`src/rtl/vive_ram_pkg.sv`:
```
// vive_ram_pkg: shared widths, readout states and block layout
// for the decoded-pulse RAM readout path.
package vive_ram_pkg;
  localparam int BLOCK_W    = 41;
  localparam int DATA_W     = 17;
  localparam int TS_W       = 24;
  localparam int NB_W       = 8;
  localparam int MAX_BLOCKS = 196;

  typedef enum logic [2:0] {
    S_IDLE,
    S_REQ,
    S_RELEASE,
    S_WAIT_OUT,
    S_DONE
  } rd_state_e;

  typedef struct packed {
    logic [DATA_W-1:0] data;
    logic [TS_W-1:0]   ts;
  } block_t;

  function automatic logic [NB_W-1:0] clamp_nb(
    input logic [NB_W-1:0] nb,
    input logic [NB_W-1:0] lim
  );
    return (nb > lim) ? lim : nb;
  endfunction
endpackage

```
`src/rtl/handshake_watchdog.sv`:
```
// handshake_watchdog: counts cycles spent waiting on the RAM
// handshake and flags the cycle the wait reaches FETCH_TIMEOUT.
module handshake_watchdog #(
  parameter int FETCH_TIMEOUT = 64
) (
  input  logic clk_96MHz,
  input  logic reset,
  input  logic clear,
  input  logic enable,
  output logic timeout
);
  localparam int CW = $clog2(FETCH_TIMEOUT + 1);

  logic [CW-1:0] cnt;
  logic [CW-1:0] cur;

  // clear marks the first cycle of a new wait, so it counts from zero
  assign cur     = clear ? '0 : cnt;
  assign timeout = enable && (cur == CW'(FETCH_TIMEOUT - 1));

  // cycle counter for the current wait
  always_ff @(posedge clk_96MHz) begin
    if (reset) begin
      cnt <= '0;
    end else if (!enable || timeout) begin
      cnt <= '0;
    end else begin
      cnt <= cur + CW'(1);
    end
  end
endmodule

```
`src/rtl/decoded_readout_ctrl.sv`:
```
// decoded_readout_ctrl: walks the decoded-pulse RAM fetch handshake
// for blocks 1..N and streams each block to the host link.
module decoded_readout_ctrl
  import vive_ram_pkg::BLOCK_W, vive_ram_pkg::NB_W,
         vive_ram_pkg::block_t, vive_ram_pkg::rd_state_e,
         vive_ram_pkg::S_IDLE, vive_ram_pkg::S_REQ,
         vive_ram_pkg::S_RELEASE, vive_ram_pkg::S_WAIT_OUT,
         vive_ram_pkg::S_DONE, vive_ram_pkg::clamp_nb;
#(
  parameter int MAX_BLOCKS    = 196,
  parameter int FETCH_TIMEOUT = 64
) (
  input  logic               clk_96MHz,
  input  logic               reset,
  input  logic               start,
  input  logic               abort,
  input  logic [NB_W-1:0]    avl_blocks_nb,
  input  logic [BLOCK_W-1:0] block_wanted,
  input  logic               data_ready,
  output logic [NB_W-1:0]    block_wanted_number,
  output logic [BLOCK_W-1:0] out_data,
  output logic               out_valid,
  input  logic               out_ready,
  output logic               out_last,
  output logic               busy,
  output logic               done,
  output logic               error
);
  rd_state_e       state;
  block_t          beat_q;
  logic [NB_W-1:0] n_total;
  logic [NB_W-1:0] idx;
  logic [NB_W-1:0] idx_nxt;
  logic [NB_W-1:0] nb_snap;
  logic            final_q;
  logic            wd_clr;
  logic            wd_en;
  logic            wd_to;
  logic            last_hit;
  logic            room;

  assign nb_snap  = clamp_nb(avl_blocks_nb, NB_W'(MAX_BLOCKS));
  assign idx_nxt  = idx + NB_W'(1);
  assign last_hit = (idx == n_total);
  assign room     = !out_valid || out_ready;
  assign wd_en    = (state == S_REQ) || (state == S_RELEASE);
  assign out_data = beat_q;

  handshake_watchdog #(
    .FETCH_TIMEOUT(FETCH_TIMEOUT)
  ) u_wd (
    .clk_96MHz(clk_96MHz),
    .reset    (reset),
    .clear    (wd_clr),
    .enable   (wd_en),
    .timeout  (wd_to)
  );

  // readout sequencer; index only ever moves nonzero -> 0 -> nonzero
  always_ff @(posedge clk_96MHz) begin
    if (reset) begin
      state               <= S_IDLE;
      n_total             <= '0;
      idx                 <= '0;
      final_q             <= 1'b0;
      wd_clr              <= 1'b0;
      block_wanted_number <= '0;
      beat_q              <= '0;
      out_valid           <= 1'b0;
      out_last            <= 1'b0;
      busy                <= 1'b0;
      done                <= 1'b0;
      error               <= 1'b0;
    end else begin
      done   <= 1'b0;
      wd_clr <= 1'b0;
      if (out_valid && out_ready) out_valid <= 1'b0;
      unique case (state)
        S_IDLE: begin
          if (start) begin
            n_total <= nb_snap;
            idx     <= NB_W'(1);
            busy    <= 1'b1;
            error   <= 1'b0;
            final_q <= 1'b0;
            wd_clr  <= 1'b1;
            if (nb_snap == '0) begin
              done  <= 1'b1;
              state <= S_DONE;
            end else begin
              block_wanted_number <= NB_W'(1);
              state               <= S_REQ;
            end
          end
        end
        S_REQ: begin
          if (abort) begin
            block_wanted_number <= '0;
            out_valid           <= 1'b0;
            final_q             <= 1'b1;
            wd_clr              <= 1'b1;
            state               <= S_RELEASE;
          end else if (wd_to) begin
            error               <= 1'b1;
            block_wanted_number <= '0;
            out_valid           <= 1'b0;
            done                <= 1'b1;
            state               <= S_DONE;
          end else if (data_ready) begin
            beat_q              <= block_wanted;
            out_valid           <= 1'b1;
            out_last            <= last_hit;
            block_wanted_number <= '0;
            wd_clr              <= 1'b1;
            state               <= S_RELEASE;
          end
        end
        S_RELEASE: begin
          if (abort) begin
            out_valid <= 1'b0;
            final_q   <= 1'b1;
          end
          if (wd_to) begin
            error     <= 1'b1;
            out_valid <= 1'b0;
            done      <= 1'b1;
            state     <= S_DONE;
          end else if (!data_ready) begin
            if (final_q || abort) begin
              done  <= 1'b1;
              state <= S_DONE;
            end else if (last_hit) begin
              state <= S_WAIT_OUT;
            end else if (room) begin
              idx                 <= idx_nxt;
              block_wanted_number <= idx_nxt;
              wd_clr              <= 1'b1;
              state               <= S_REQ;
            end else begin
              state <= S_WAIT_OUT;
            end
          end
        end
        S_WAIT_OUT: begin
          if (abort) begin
            out_valid <= 1'b0;
            done      <= 1'b1;
            state     <= S_DONE;
          end else if (room) begin
            if (last_hit) begin
              done  <= 1'b1;
              state <= S_DONE;
            end else begin
              idx                 <= idx_nxt;
              block_wanted_number <= idx_nxt;
              wd_clr              <= 1'b1;
              state               <= S_REQ;
            end
          end
        end
        S_DONE: begin
          busy  <= 1'b0;
          state <= S_IDLE;
        end
        default: state <= S_IDLE;
      endcase
    end
  end
endmodule
```
`config.mk`:
```
export PLATFORM = sky130hd
export DESIGN_NAME = decoded_readout_ctrl
export DESIGN_NICKNAME = d
export VERILOG_FILES = /design/src/rtl/vive_ram_pkg.sv /design/src/rtl/handshake_watchdog.sv /design/src/rtl/decoded_readout_ctrl.sv
export SDC_FILE = /design/constraint.sdc
export NUM_CORES = 1
export LEC_CHECK = 0
export CAP_MARGIN = 5
export CORE_ASPECT_RATIO = 0.75
export CORE_MARGIN = 1
export CORE_UTILIZATION = 42
export CTS_CLUSTER_SIZE = 28
export DETAILED_ROUTE_END_ITERATION = 6
export PLACE_DENSITY_LB_ADDON = 0.08
export SYNTH_ARGS = -nofsm -noshare
export SYNTH_HDL_FRONTEND = slang
export SYNTH_SLANG_ARGS = --single-unit
```
`constraint.sdc`:
```
create_clock -name clk_96MHz -period 2.1 [get_ports clk_96MHz]
set_input_delay 0.315 -clock clk_96MHz [delete_from_list [all_inputs] [get_ports clk_96MHz]]
set_output_delay 0.315 -clock clk_96MHz [all_outputs]
set_load 0.02 [all_outputs]
```
==> results.py <==
metrics = {
    "setup_path": {
        "crit_type": "register to register",
        "r2r_slack_ns": 0.03,
        "cp-end-kind": "register",
        "start_kind": "register",
        "arrival_ns": 2.30,
        "required_ns": 2.34,
        "crit_path_max_fanout": 4,
    },
    "global_routing": {
        "first_global_vias": 3160,
        "gr-total-overflow": 0,
        "grt_pass1_wl_um": 15220,
        "grt_usage_pct": 22.37,
        "antenna_found_initial": 0,
        "grt_max_degree": 51,
    },
    "cells_and_area": {
        "final_common_cell": "clkdlybuf4s50_1",
        "drive_above_1_share_pct": 10.56,
        "area_delta_synth_final_pct": 46.36,
        "diodes": 0,
        "finalNonFillerCells": 654,
        "fin_nets": 601,
        "layout_common_cells": "clkdlybuf4s50_1 (107), nand2_1 (106), dfxtp_1 (81)",
        "design_area_sq_um": 5202,
    },
    "power": {
        "leakagePower_uw": 0.001874,
        "peakVddDrop_uv": 595.8,
        "cellPowerDensity_nw_per_um2": 821.2,
    },
    "timing": {
        "min_period_ns": 2.066,
        "final_max_slew_viol_count": 0,
        "max-slew-margin-rel_pct": 64.60,
        "worst-slew-pin-transition_ns": 0.5310,
        "hold_viol": 0,
        "fmax_mhz": 484.0,
        "setup_viol": 0,
        "final.period_utilization_pct": 98.39,
        "skew_ns": 0.003973,
    },
    "route": {
        "ant_nets": 0,
        "viasPerCell": 5.194,
        "post-route-drc-count": 0,
        "drtIter0Drc": 157,
        "drt-total-wl_um": 9845,
        "vias": 3397,
        "dr.pass1.iters": 4,
        "wl_per_cell_um": 15.05,
    },
    "clock_network": {
        "cts_buffers": 9,
        "cts_buffer_depth": 2,
        "path_clk_slew_ns": 0.06,
        "clock_latency_ns": 0.33,
        "cts_root_buf": "clkbuf_16",
        "tritoncts": "done",
        "htreeDepth": 3,
        "clkSinkCount": 82,
        "cts_hold_buffers": 0,
    },
    "synthesis": {
        "async_reset_ff_share_pct": 0,
        "synthesis.area_sq_um": 3555,
        "ys_seq_area_share_pct": 46.18,
        "ys.flop_type": "dfxtp_1",
        "syn_inst": 424,
        "synth.distinct_cells": 50,
        "avgSynthCellArea_sq_um": 8.384,
        "ys_warn_count": 0,
        "synth_edf_count": 0,
        "synth-seq-cells": 82,
        "syn_nets": 481,
    },
    "die": {
        "core_area_sq_um": 8058,
        "fp.dieW_um": 108.2,
        "die_y_um": 81.67,
        "fp-row-count": 28,
        "ioPinCount": 109,
        "die_area_sq_um": 8839,
        "start_util_pct": 44.11,
    },
    "status": {
        "status": "complete, no violations",
    },
    "placement": {
        "dp.cells": 632,
        "dpl_cell_area_sq_um": 4830,
        "globalplace.congestion": 0.8858,
        "dp_hpwl_um": 6802,
        "portBuffers": 108,
    },
    "flow_run": {
        "cap_violations": 0,
    },
    "worst_hold_path": {
        "hold_class": "primary input to register",
    },
}
## state kept, by name (all words and copies together), names as in the netlist
name and count:
busy 1, error 1, wd_clr 1, block_wanted_number 8
done 1, idx 8, final_q 1, out_data 41
n_total 8, u_wd.cnt 7, state 3, out_last 1
out_valid 1
## path summary, 6_finish.rpt
kind	cells after the start	from	to
min reg2reg	2	out_data[35]	out_data[35]
max reg2reg	7	u_wd.cnt[0]	done
max	7	u_wd.cnt[0]	done
min	2	reset	wd_clr
## stage by stage
| stage | setup slack, ns | total power, uW | TNS [ns] | utilization, % | hold slack, ns |
|---|---|---|---|---|---|
| after floorplan | 0.08771 | 2335 | 0 | - | 0.4407 |
| after global placement | -0.01789 | 2724 | -0.03607 | 59.94 | 0.4405 |
| after detailed placement | -0.05125 | 2733 | -0.2385 | 59.94 | 0.4485 |
| after CTS | 0.01539 | 4259 | 0 | 63.74 | 0.3743 |
| after global routing | -0.08061 | 4466 | -2.315 | 64.57 | 0.4234 |
| final | 0.03383 | 4272 | 0 | 64.57 | 0.4067 |
## critical path: stages (launching register included)
cell,delay (ns)
dfxtp_1,0.32
nor2b_1,0.21
ha_2,0.26
nor4bb_4,0.23
nand4b_1,0.25
buf_4,0.22
a21o_1,0.20
a311oi_1,0.28
## cell type report
| class | count | area [sq um] |
|---|---|---|
| Tap cell | 105 | 131.4 |
| Timing Repair Buffer | 136 | 1313 |
| Sequential cell | 82 | 1643 |
| Fill cell | 699 | 2855 |
| Clock buffer | 14 | 274.0 |
| Inverter | 3 | 11.26 |
| Clock inverter | 2 | 10.01 |
| Multi-Input combinational cell | 312 | 1821 |
## logic make-up (layout without fill, tap and decap cells)
logic type | after synthesis | in the layout | synth area share, %
AO/OA/AOI/OAI | 103 | 103 | 19.22
buffers and inverters | 30 | 155 | 3.767
flip-flops | 82 | 82 | 46.18
multiplexers | 5 | 5 | 1.408
XOR/XNOR | 19 | 19 | 4.681
adder cells (fa/ha/maj) | 2 | 2 | 0.7039
AND/OR/NAND/NOR | 183 | 183 | 24.04
## synth_stat cells (3+ instances only)
master / n / area, sq um
a21o_1: 3 / 22.52
a21oi_1: 53 / 265.3
a22o_1: 6 / 52.55
a311oi_1: 4 / 35.03
a31oi_1: 6 / 37.54
a41oi_1: 4 / 35.03
and3_1: 10 / 62.56
buf_2: 14 / 70.07
clkbuf_1: 10 / 37.54
dfxtp_1: 82 / 1642
mux2i_1: 5 / 50.05
nand2_1: 106 / 397.9
nand2b_1: 8 / 50.05
nand3_1: 10 / 50.05
nor2_1: 16 / 60.06
nor2b_1: 8 / 50.05
nor3_1: 11 / 55.05
o21a_1: 3 / 22.52
o21ai_0: 7 / 35.03
o2bb2ai_1: 4 / 35.03
xnor2_1: 13 / 113.9
xor2_1: 6 / 52.55
## where the power goes
group | internal (uW) | switching (uW) | leakage [uW]
registers | 1660 | 83.9 | 0.000665
logic | 491 | 543 | 0.00107
clock network | 895 | 601 | 0.000143
## routing by layer
| metal | GRT usage, % | up-vias | share of wire (%) |
|---|---|---|---|
| li1 | - | 1716 | - |
| met1 | 28.52 | 1551 | 45 |
| met2 | 33.95 | 119 | 45 |
| met3 | 9.206 | 11 | 9.1 |
| met4 | 8.082 | 0 | 1.3 |
| met5 | 0 | - | 0 |
## timing repair
item,4_1_cts,5_1_grt
buffers inserted,3,2
gates resized for setup,0,10
cloned,0,1
endpoints found under the setup margin,1,60
pin swaps,2,3
Note: power is estimated with default switching activity, not from simulation.
